**config.mk**
```make
export PLATFORM = sky130hd
export DESIGN_NAME = smith_waterman_pe_flat
export DESIGN_NICKNAME = d
export VERILOG_FILES = /design/src/rtl/smith_waterman_pe_if.sv /design/src/rtl/smith_waterman_pe.sv /design/src/flat_wrapper.sv
export SDC_FILE = /design/constraint.sdc
export NUM_CORES = 1
export LEC_CHECK = 0
export BUFFER_PORTS_ARGS = -buffer_cell sky130_fd_sc_hd__buf_2
export CAP_MARGIN = 25
export CORE_MARGIN = 2
export CORE_UTILIZATION = 47
export DETAILED_ROUTE_END_ITERATION = 7
export PLACE_DENSITY = 0.69
export SETUP_SLACK_MARGIN = 0.2
export SLEW_MARGIN = 20
export SYNTH_ARGS = -nofsm -noshare
export SYNTH_HDL_FRONTEND = slang
export SYNTH_SLANG_ARGS = --single-unit
```
**constraint.sdc**
```tcl
create_clock -name clk -period 9.5 [get_ports clk]
set_input_delay 1.9 -clock clk [delete_from_list [all_inputs] [get_ports clk]]
set_output_delay 1.9 -clock clk [all_outputs]
set_load 0.01 [all_outputs]
```
**src/rtl/smith_waterman_pe_if.sv**
```systemverilog
// Systolic link for one Smith-Waterman PE.
// slave = the PE; master = whatever drives it.
interface smith_waterman_pe_if #(
  parameter int SCORE_WIDTH = 10
);
  logic [SCORE_WIDTH-1:0] V_in;
  logic [SCORE_WIDTH-1:0] F_in;
  logic [1:0]             T_in;
  logic [1:0]             S_in;
  logic                   store_S_in;
  logic                   init_in;
  logic                   init_V_diag;
  logic                   init_E;
  logic                   init_V;
  logic [SCORE_WIDTH-1:0] V_out;
  logic [SCORE_WIDTH-1:0] E_out;
  logic [SCORE_WIDTH-1:0] F_out;
  logic [1:0]             S_out;
  logic [1:0]             T_out;
  logic                   store_S_out;
  logic                   init_out;

  modport master (
    output V_in, F_in, T_in, S_in,
    output store_S_in, init_in,
    output init_V_diag, init_E, init_V,
    input  V_out, E_out, F_out,
    input  S_out, T_out,
    input  store_S_out, init_out
  );

  modport slave (
    input  V_in, F_in, T_in, S_in,
    input  store_S_in, init_in,
    input  init_V_diag, init_E, init_V,
    output V_out, E_out, F_out,
    output S_out, T_out,
    output store_S_out, init_out
  );
endinterface

```
**src/rtl/smith_waterman_pe.sv**
```systemverilog
// One affine-gap Smith-Waterman cell per clock.
// Holds a read base; reference bases stream through.
module smith_waterman_pe #(
  parameter int SCORE_WIDTH = 10,
  parameter int MATCH       = 10,
  parameter int MISMATCH    = -2,
  parameter int GAP_OPEN    = -2,
  parameter int GAP_EXTEND  = -1
) (
  input logic                clk,
  input logic                rst,
  smith_waterman_pe_if.slave io
);

  typedef logic signed [SCORE_WIDTH-1:0] score_t;

  localparam score_t SUB_M = SCORE_WIDTH'(MATCH);
  localparam score_t SUB_X = SCORE_WIDTH'(MISMATCH);
  localparam score_t GAP_O = SCORE_WIDTH'(GAP_OPEN);
  localparam score_t GAP_E = SCORE_WIDTH'(GAP_EXTEND);

  function automatic score_t smax(
    input score_t a,
    input score_t b
  );
    return (a > b) ? a : b;
  endfunction

  score_t     v_q;
  score_t     e_q;
  score_t     f_q;
  score_t     vd_q;
  logic [1:0] s_q;
  logic [1:0] t_q;
  logic       st_q;
  logic       init_q;

  score_t v_in;
  score_t f_in;
  score_t d_op;
  score_t e_op;
  score_t v_op;
  score_t sub;
  score_t e_new;
  score_t f_new;
  score_t diag;
  score_t v_new;

  always_comb begin
    v_in  = $signed(io.V_in);
    f_in  = $signed(io.F_in);
    d_op  = io.init_V_diag ? '0 : vd_q;
    e_op  = io.init_E ? '0 : e_q;
    v_op  = io.init_V ? '0 : v_q;
    // compare against the old S even when a load is in flight
    sub   = (s_q == io.T_in) ? SUB_M : SUB_X;
    e_new = smax(v_op + GAP_O, e_op + GAP_E);
    f_new = smax(v_in + GAP_O, f_in + GAP_E);
    diag  = d_op + sub;
    v_new = smax(smax('0, diag),
                 smax(e_new, f_new));
  end

  always_ff @(posedge clk) begin
    if (rst) begin
      v_q    <= '0;
      e_q    <= '0;
      f_q    <= '0;
      vd_q   <= '0;
      s_q    <= '0;
      t_q    <= '0;
      st_q   <= 1'b0;
      init_q <= 1'b0;
    end else begin
      t_q    <= io.T_in;
      st_q   <= io.store_S_in;
      init_q <= io.init_in;
      if (io.store_S_in) begin
        s_q <= io.S_in;
      end
      if (io.init_in) begin
        v_q  <= v_new;
        e_q  <= e_new;
        f_q  <= f_new;
        vd_q <= v_in;
      end else begin
        v_q  <= '0;
        e_q  <= '0;
        f_q  <= '0;
        vd_q <= '0;
      end
    end
  end

  assign io.V_out       = v_q;
  assign io.E_out       = e_q;
  assign io.F_out       = f_q;
  assign io.S_out       = s_q;
  assign io.T_out       = t_q;
  assign io.store_S_out = st_q;
  assign io.init_out    = init_q;

endmodule

```
**src/flat_wrapper.sv**
```systemverilog
// flat-port wrapper written by rule: the top's interface ports become plain ports
module smith_waterman_pe_flat 
#(
  parameter int SCORE_WIDTH = 10,
  parameter int MATCH       = 10,
  parameter int MISMATCH    = -2,
  parameter int GAP_OPEN    = -2,
  parameter int GAP_EXTEND  = -1
)
  (clk, rst, io_V_in, io_F_in, io_T_in, io_S_in, io_store_S_in, io_init_in, io_init_V_diag, io_init_E, io_init_V, io_V_out, io_E_out, io_F_out, io_S_out, io_T_out, io_store_S_out, io_init_out);
  smith_waterman_pe_if #(.SCORE_WIDTH(SCORE_WIDTH)) io_i ();
  input logic clk;
  input logic rst;
  input wire logic [$bits(io_i.V_in)-1:0] io_V_in;
  input wire logic [$bits(io_i.F_in)-1:0] io_F_in;
  input wire logic [$bits(io_i.T_in)-1:0] io_T_in;
  input wire logic [$bits(io_i.S_in)-1:0] io_S_in;
  input wire logic [$bits(io_i.store_S_in)-1:0] io_store_S_in;
  input wire logic [$bits(io_i.init_in)-1:0] io_init_in;
  input wire logic [$bits(io_i.init_V_diag)-1:0] io_init_V_diag;
  input wire logic [$bits(io_i.init_E)-1:0] io_init_E;
  input wire logic [$bits(io_i.init_V)-1:0] io_init_V;
  output wire logic [$bits(io_i.V_out)-1:0] io_V_out;
  output wire logic [$bits(io_i.E_out)-1:0] io_E_out;
  output wire logic [$bits(io_i.F_out)-1:0] io_F_out;
  output wire logic [$bits(io_i.S_out)-1:0] io_S_out;
  output wire logic [$bits(io_i.T_out)-1:0] io_T_out;
  output wire logic [$bits(io_i.store_S_out)-1:0] io_store_S_out;
  output wire logic [$bits(io_i.init_out)-1:0] io_init_out;
  assign io_i.V_in = io_V_in;
  assign io_i.F_in = io_F_in;
  assign io_i.T_in = io_T_in;
  assign io_i.S_in = io_S_in;
  assign io_i.store_S_in = io_store_S_in;
  assign io_i.init_in = io_init_in;
  assign io_i.init_V_diag = io_init_V_diag;
  assign io_i.init_E = io_init_E;
  assign io_i.init_V = io_init_V;
  assign io_V_out = io_i.V_out;
  assign io_E_out = io_i.E_out;
  assign io_F_out = io_i.F_out;
  assign io_S_out = io_i.S_out;
  assign io_T_out = io_i.T_out;
  assign io_store_S_out = io_i.store_S_out;
  assign io_init_out = io_i.init_out;
  smith_waterman_pe #(.SCORE_WIDTH(SCORE_WIDTH), .MATCH(MATCH), .MISMATCH(MISMATCH), .GAP_OPEN(GAP_OPEN), .GAP_EXTEND(GAP_EXTEND)) u_core (.clk(clk), .rst(rst), .io(io_i));
endmodule
```
### Word level (Yosys, flattened, before mapping)

Cells that the tools add are included.

* bitwise logic cells: 1
* reductions and logical operators: 1
* shifts and indexed selects: 0
* $mul: 0
* mux-type cells: 9
* $lt $le $gt $ge: 5
* div/mod/pow operators: 0
* add/sub/neg operators: 5
* equality and inequality tests: 1

Operator list (number)
* two-way mux 10 bit: 9
* greater-than comparator 10 bit: 4
* adder 10 x 1 -> 10 bit, second input constant: 2
* adder 10 x 2 -> 10 bit, second input constant: 2
* adder 10 bit: 1
* greater-than comparator 1 x 10 -> 1 bit, first input constant: 1
* equality test 2 bit: 1
* OR reduction 2 bit: 1
* NOT 1 bit: 1

* memories: 0
* logic and storage cells: 30
* flip-flop bits (word level): 46
* memory bits (read-only): 0
* input port bits: 31
* memory bits (writable): 0
* bits in latches: 0
* output and inout port bits: 36

### Depth between registers and ports, before layout

Gate-level depths: netlist (run 1).

* word-level depth: 8
* depth in mapped cells: 35
* depth with buffers taken out: 32

### Worst setup path after synthesis (run 1)

No wires, ideal clock.

* kind: input to register
* from: in io_init_E
* to: reg u_core.v_q[5] (netlist: u_core.io.V_out[5])
* required time: 9420 ps
* stages on the path: 34
* setup time: 80 ps
* data arrival time: 7891 ps
* slack: 1530 ps
* path buffers: 3
* path through: clkbuf_1 -> inv_2 -> nand2_1 -> ha_1 -> clkbuf_1 -> o21ai_0 -> o21ai_0 -> nand2_1 -> nand2_1 -> inv_1 -> ha_1 -> and4_1 -> o21ai_0 -> a41oi_1 -> maj3_4 -> a21oi_4 -> mux2i_1 -> ha_1 -> a21oi_1 -> nor2b_1 -> o31a_1 -> o21ai_1 -> a31oi_1 -> or3_1 -> and3_1 -> ha_1 -> a21oi_1 -> nor2b_1 -> o31a_1 -> o21ai_0 -> a31o_2 -> clkbuf_1 -> a21oi_1 -> a211oi_2

* cells in the longest elaborated chain, start to end: 8

RTL lines
* start: declaration: RTL line flat_wrapper.sv:21 `input wire logic [$bits(io_i.init_E)-1:0] io_init_E;`
* two-way mux 10 bit (*): RTL line smith_waterman_pe.sv:53 `e_op = io.init_E ? '0 : e_q;`
* adder 10 x 1 -> 10 bit (*): RTL line smith_waterman_pe.sv:57 `e_new = smax(v_op + GAP_O, e_op + GAP_E);`
* greater-than comparator 10 bit: RTL line smith_waterman_pe.sv:26 `return (a > b) ? a : b;`
* two-way mux 10 bit (*): RTL line smith_waterman_pe.sv:26
* net u_core.e_new[3]: RTL line smith_waterman_pe.sv:44 `score_t e_new;`
* greater-than comparator 10 bit: RTL line smith_waterman_pe.sv:26
* two-way mux 10 bit (*): RTL line smith_waterman_pe.sv:26
* greater-than comparator 10 bit: RTL line smith_waterman_pe.sv:26
* two-way mux 10 bit (*): RTL line smith_waterman_pe.sv:26
* end signal: assignment: RTL line smith_waterman_pe.sv:82 `v_q <= v_new;`
* end: declaration: RTL line smith_waterman_pe.sv:29 `score_t v_q;`

Mark *: on every way through the listed nets, which the timed path passes. The rest lies on a longest branch.
A chain may end at the register's enable or synchronous reset.

### Worst setup path after layout (run 1)

* from: in io_V_in[1]
* to: reg u_core.v_q[3] (netlist: u_core.io.V_out[3])

* cells in the longest elaborated chain, start to end: 7

RTL lines
* start: declaration: RTL line flat_wrapper.sv:14 `input wire logic [$bits(io_i.V_in)-1:0] io_V_in;`
* adder 10 x 2 -> 10 bit (*): RTL line smith_waterman_pe.sv:58 `f_new = smax(v_in + GAP_O, f_in + GAP_E);`
* greater-than comparator 10 bit (*): RTL line smith_waterman_pe.sv:26
* two-way mux 10 bit (*): RTL line smith_waterman_pe.sv:26
* net u_core.f_new[0]: RTL line smith_waterman_pe.sv:45 `score_t f_new;`
* greater-than comparator 10 bit: RTL line smith_waterman_pe.sv:26
* two-way mux 10 bit (*): RTL line smith_waterman_pe.sv:26
* greater-than comparator 10 bit: RTL line smith_waterman_pe.sv:26
* two-way mux 10 bit (*): RTL line smith_waterman_pe.sv:26

Marks and branches as above.

==> results by group, run 1 <==
STA
  • Max_slew headroom: 42.2%
  • Worst-margin pin slew: 0.863 ns
  • RSZ-0062 raised after global routing: no
  • Fin. Hold Viols: 0
  • Fin crit period: 8.45 ns
  • Final count of pins violating max slew: 0
  • Final setup viols: 0
  • Setup TNS Final: 0 ns
  • Final period utilization: 88.9%
  • Clock skew: 0.00867 ns
  • FMAX: 118 MHz

Worst setup path
  • Critical path arrival: 8.68 ns
  • CP max-delay cell: a31oi_1
  • Reg-to-reg setup timing slack: 2.54 ns
  • Depth of the most critical reg-to-reg path: 28
  • Setup crit start kind: input pin
  • Reg2Reg Launch Point: u_core.io.V_out[3]
  • Crit Path Class: in2reg
  • Crit path required time: 9.73 ns
  • Critical path endpoint category: register
  • CP max stage delay: 0.63 ns
  • R2r endpoint: u_core.io.V_out[3]
  • Crit Path Max Fanout: 13

Floorplanning
  • Core Box Area: 0.00813 mm^2
  • Die X: 95.2 um
  • Die footprint: 0.00906 mm^2
  • Die Y-Extent: 95.2 um
  • Row cnt: 33
  • Initial core utilization: 48.0%
  • I/O Pins: 67

Route
  • WL final: 9640 um
  • Remaining DRCs: 0
  • Vias per cell: 5.54
  • Mean routed wirelength per cell: 14.9 um
  • Initial drt markers: 227
  • Vias: 3572
  • Drt pass-1 iters: 4
  • Antenna Violating Nets Remaining: 0

Clock tree
  • # Post-CTS Setup Buffers: 0
  • Clock slew at reported path FFs: 0.09 ns
  • Cts hold-fix bufs: 0
  • Htree depth: 2
  • CTS Buffer Depth: 2
  • Post-CTS sizing: 0
  • Sinks on Clock Net: 46
  • Cts bufs inserted: 5
  • Clock Latency Late Sink: 0.30 ns
  • CTS Root Cell: clkbuf_8
  • CTS tree: built

Finish
  • Antenna diodes: 0
  • Layout cell share with drive strength beyond 1: 20.9%
  • Most frequent cells in the layout: buf_2 (66), nor2_1 (51), dfxtp_1 (46), ha_1 (45), inv_1 (32)
  • P&R area growth vs syn: 14.2%
  • Nets@finish: 616
  • Finished Cell Area: 0.00446 mm^2
  • Commonest non-fill, non-tap cell in the layout: buf_2
  • Non-filler cells, final: 645

Place
  • RePlAce Congestion: 0.881
  • Placed cells: 637
  • PortBufs: 66
  • Detail Placement HPWL: 7800 um
  • Cell Area, Placed: 0.00435 mm^2

Global route
  • Largest net degree at the start of global routing: 29
  • Antenna violations before repair: 0
  • First-pass GRT wire length: 15900 um
  • Vias in the first global route: 3389
  • Overflow after GRT: 0
  • Total track usage: 22.3%

Power
  • VDD IR-drop max: 119 uV
  • Cell Pwr Density: 312 mW/mm^2
  • Static Leak: 2.01 nW

Logic synthesis
  • Post-synthesis cell count: 474
  • Top_reg_cell synth: dfxtp_1
  • Syn_area_per_cell: 8.24 um^2
  • Synthesized area: 0.00391 mm^2
  • Post-Syn Nets: 551
  • Seq cells post-synth: 46
  • Distinct cells, synth: 73
  • Seq/Total Area, Yosys: 23.6%
  • Async SR Flop Fraction: 0%
  • EDFF count, synth: 0
  • Synth warn: 0

Worst hold path
  • Hold Crit Class: reg2reg
  • WHS Endpoint: u_core.io.S_out[1]
  • Hold path cells: 2
  • Hold Path Origin: u_core.io.S_out[1]

Run
  • Max-cap viol count: 0

Outcome
  • Status: completed
synth_stat cells, types with 5 or more instances:
master	number	area share, %
nor2_1	51	4.9
nor2b_1	23	3.7
a21o_1	5	0.96
inv_1	32	3.1
mux2i_1	6	1.5
nand2b_1	11	1.8
ha_1	45	14
dfxtp_1	46	24
a21oi_1	24	3.1
o21ai_0	15	1.9
nor3_1	15	1.9
nor3b_1	5	0.96
xor2_1	11	2.5
xnor2_1	18	4.0
nand3_1	8	1.0
clkbuf_1	11	1.1
nand2_1	24	2.3
a211oi_1	6	1.2
and2_1	18	2.9
cell type report:
type	instances	area (um^2)
sequential	46	921
multi-input combinational	381	2800
clock buffer	5	68.8
fill	777	3670
clock inverter	3	45.0
timing repair buffer	71	368
inverter	34	128
tap	105	131
where the power goes:
part / internal, mW / switching, mW
sequential: 0.221 / 0.0248
combinational: 0.422 / 0.578
clock: 0.0783 / 0.0690
critical path: cells and delay by family:
family | cells | cell delay, ns
muxes | 1 | 0.37
and+or+nand+nor | 5 | 1.08
AOI/OAI and AO/OA | 15 | 3.25
adders and majority gates | 4 | 0.98
xor gates and xnor gates | 1 | 0.29
buffers and inverters | 6 | 0.82
state kept, by name, indices dropped and copies added (netlist names):
name	cells
u_core.io.E_out	10
u_core.io.F_out	10
u_core.io.V_out	10
u_core.vd_q	10
u_core.io.S_out	2
u_core.io.T_out	2
u_core.io.init_out	1
u_core.io.store_S_out	1
worst max path at each step:
stage                from                 end  slack [ns]
6_report       io_V_in[1]  u_core.io.V_out[3]        1.05
3_3_place_gp   io_V_in[1]  u_core.io.V_out[3]        0.89
4_1_cts        io_V_in[1]  u_core.io.V_out[3]        1.11
5_1_grt        io_V_in[1]  u_core.io.V_out[2]        0.46
3_5_place_dp   io_V_in[1]  u_core.io.V_out[2]        0.86
2_1_floorplan   io_init_E  u_core.io.V_out[5]        1.53
per-stage QoR:
stage	power [mW]	utilization [%]	setup WS [ns]	hold slack (ns)
global placement	1.21	53.5	0.889	0.526
global route	1.52	54.9	0.461	0.591
floorplan	0.998	-	1.53	0.469
CTS	1.38	54.9	1.11	0.544
detailed placement	1.23	53.5	0.859	0.530
finish	1.39	54.9	1.05	0.557
logic make-up after synthesis:
logic type | after synthesis | synth area share [%]
AOI/OAI and AO/OA | 103 | 19.3
xor gates and xnor gates | 29 | 6.50
adders and majority gates | 48 | 15.5
buffers and inverters | 47 | 4.74
DFF | 46 | 23.6
muxes | 17 | 5.12
other | 1 | 0.0960
and+or+nand+nor | 183 | 25.1
layer usage:
metal  GRT usage (%)  wire (um)  up-vias
met5               0          0        -
met4            7.61        186        0
met3            2.21        367       16
met2            38.0       4550       98
met1            29.3       4530     1649
li1                -          -     1809
No activity file was read; power rests on OpenSTA's default activity.
==> run 2: changes to the inputs <==
Settings changed: PLACE_DENSITY 0.69 to unset, PLACE_DENSITY_LB_ADDON set to 0.2.
==> run 2 against run 1 <==
  * Sequential share of layout area stayed put
  * Non-clock buffer count stayed put
  * First-iteration DRC count is 39% higher
  * Via count is 0.64% higher
==> results by group, run 2 (synthesized netlist as in run 1, its figures left out) <==
Power
  • VDD IR-drop max: 144 uV
  • Cell Pwr Density: 314 mW/mm^2
  • Static Leak: 2.01 nW

Floorplanning
  • Die Y-Extent: 95.2 um
  • I/O Pins: 67
  • Die X: 95.2 um
  • Initial core utilization: 48.0%
  • Row cnt: 33
  • Die footprint: 0.00906 mm^2
  • Core Box Area: 0.00813 mm^2

Finish
  • Most frequent cells in the layout: buf_2 (66), nor2_1 (51), dfxtp_1 (46), ha_1 (45), inv_1 (32)
  • Util after Layout: 54.9%
  • P&R area growth vs syn: 14.2%
  • Commonest non-fill, non-tap cell in the layout: buf_2
  • Layout cell share with drive strength beyond 1: 20.9%
  • Antenna diodes: 0
  • Nets@finish: 616
  • Number of fill cells in the layout: 771

Place
  • PortBufs: 66
  • RePlAce Congestion: 0.898
  • Detail Placement HPWL: 7900 um

STA
  • Max_slew headroom: 38.3%
  • Clock skew: 0.00336 ns
  • RSZ-0062 raised after global routing: no
  • FMAX: 116 MHz
  • Setup TNS Final: 0 ns
  • Final setup viols: 0
  • Worst-margin pin slew: 0.921 ns
  • Final count of pins violating max slew: 0
  • Fin. Hold Viols: 0
  • Fin crit period: 8.59 ns
  • Final period utilization: 90.4%

Global route
  • Most Used Layer, Global Route: met2
  • Met1 Track Usage GR: 28.9%
  • GR Util met3: 2.85%
  • Overflow after GRT: 0
  • First-pass GRT wire length: 15600 um
  • Antenna violations before repair: 0
  • Largest net degree at the start of global routing: 29
  • Total track usage: 22.1%
  • Met2 usage: 37.2%
  • Vias in the first global route: 3267

Clock tree
  • Clock Latency Late Sink: 0.30 ns
  • # Post-CTS Setup Buffers: 0
  • CTS Buffer Depth: 2
  • Cts hold-fix bufs: 0
  • Sinks on Clock Net: 46
  • Cts bufs inserted: 5
  • CTS tree: built
  • CTS Root Cell: clkbuf_8
  • Post-CTS sizing: 0
  • Htree depth: 2
  • Clock slew at reported path FFs: 0.09 ns

Route
  • Vias: 3595
  • Remaining DRCs: 0
  • Vias per cell: 5.57
  • Antenna Violating Nets Remaining: 0
  • Initial drt markers: 315
  • Drt pass-1 iters: 4
  • WL final: 9700 um
  • Mean routed wirelength per cell: 15.0 um

Worst setup path
  • CP max-delay cell: or3_1
  • CP max stage delay: 0.51 ns
  • Crit Path Class: in2reg
  • Setup crit start kind: input pin
  • Critical path endpoint category: register
  • Crit Path Max Fanout: 13
  • Crit path required time: 9.68 ns
  • Critical path arrival: 8.77 ns

Run
  • Max-cap viol count: 0

Outcome
  • Status: completed

Worst hold path
  • Hold Crit Class: reg2reg
-- run 2: cell counts in the layout (fill, tap and decap cells not counted) --
No cell type changed its count.
-- run 2: path summary, 6_finish.rpt --
check / from / end / slack (ns) / cells after the start
hold reg to reg: u_core.vd_q[0] / u_core.io.V_out[0] / 0.55 / 2
setup reg to reg: u_core.io.V_out[3] / u_core.io.V_out[2] / 2.32 / 28
hold / removal: u_core.vd_q[0] / u_core.io.V_out[0] / 0.55 / 2
setup / recovery: io_init_E / u_core.io.V_out[2] / 0.91 / 33
-- run 2: where the power goes --
part / switching, mW / leakage [nW] / internal, mW
clock network: 0.0683 / 0.0504 / 0.0782
registers: 0.0248 / 0.379 / 0.221
logic: 0.585 / 1.58 / 0.422
-- run 2: cell type report --
class / instances / area [um^2] / share of cell area (%)
inverter: 34 / 128 / 2.86
clock inverter: 3 / 45.0 / 1.01
timing repair buffer: 71 / 368 / 8.24
tap: 105 / 131 / 2.94
clock buffer: 5 / 68.8 / 1.54
sequential: 46 / 921 / 20.6
multi-input combinational: 381 / 2800 / 62.8
-- run 2: metal layers --
metal	up-vias	wire length, um
li1	1804	-
met1	1646	4370
met2	121	4660
met3	24	409
met4	0	256
met5	-	0
-- run 2: through the flow --
step | power [mW] | worst slack (ns) | instances | hold slack (ns) | instance area [um^2]
2_1_floorplan | 0.998 | 1.53 | 474 | 0.469 | 3910
3_3_place_gp | 1.22 | 0.849 | 637 | 0.529 | 4350
3_5_place_dp | 1.24 | 0.655 | 637 | 0.541 | 4350
4_1_cts | 1.39 | 0.969 | 645 | 0.552 | 4460
5_1_grt | 1.52 | 0.357 | 645 | 0.583 | 4460
6_report | 1.40 | 0.912 | 645 | 0.549 | 4460
-- run 2: critical path: cells and delay by family --
family / cells / cell delay, ns
adder cells (fa/ha/maj): 5 / 1.62
buffers and inverters: 4 / 0.53
AND/OR/NAND/NOR: 8 / 1.34
multiplexers: 1 / 0.36
AO/OA/AOI/OAI: 15 / 2.98
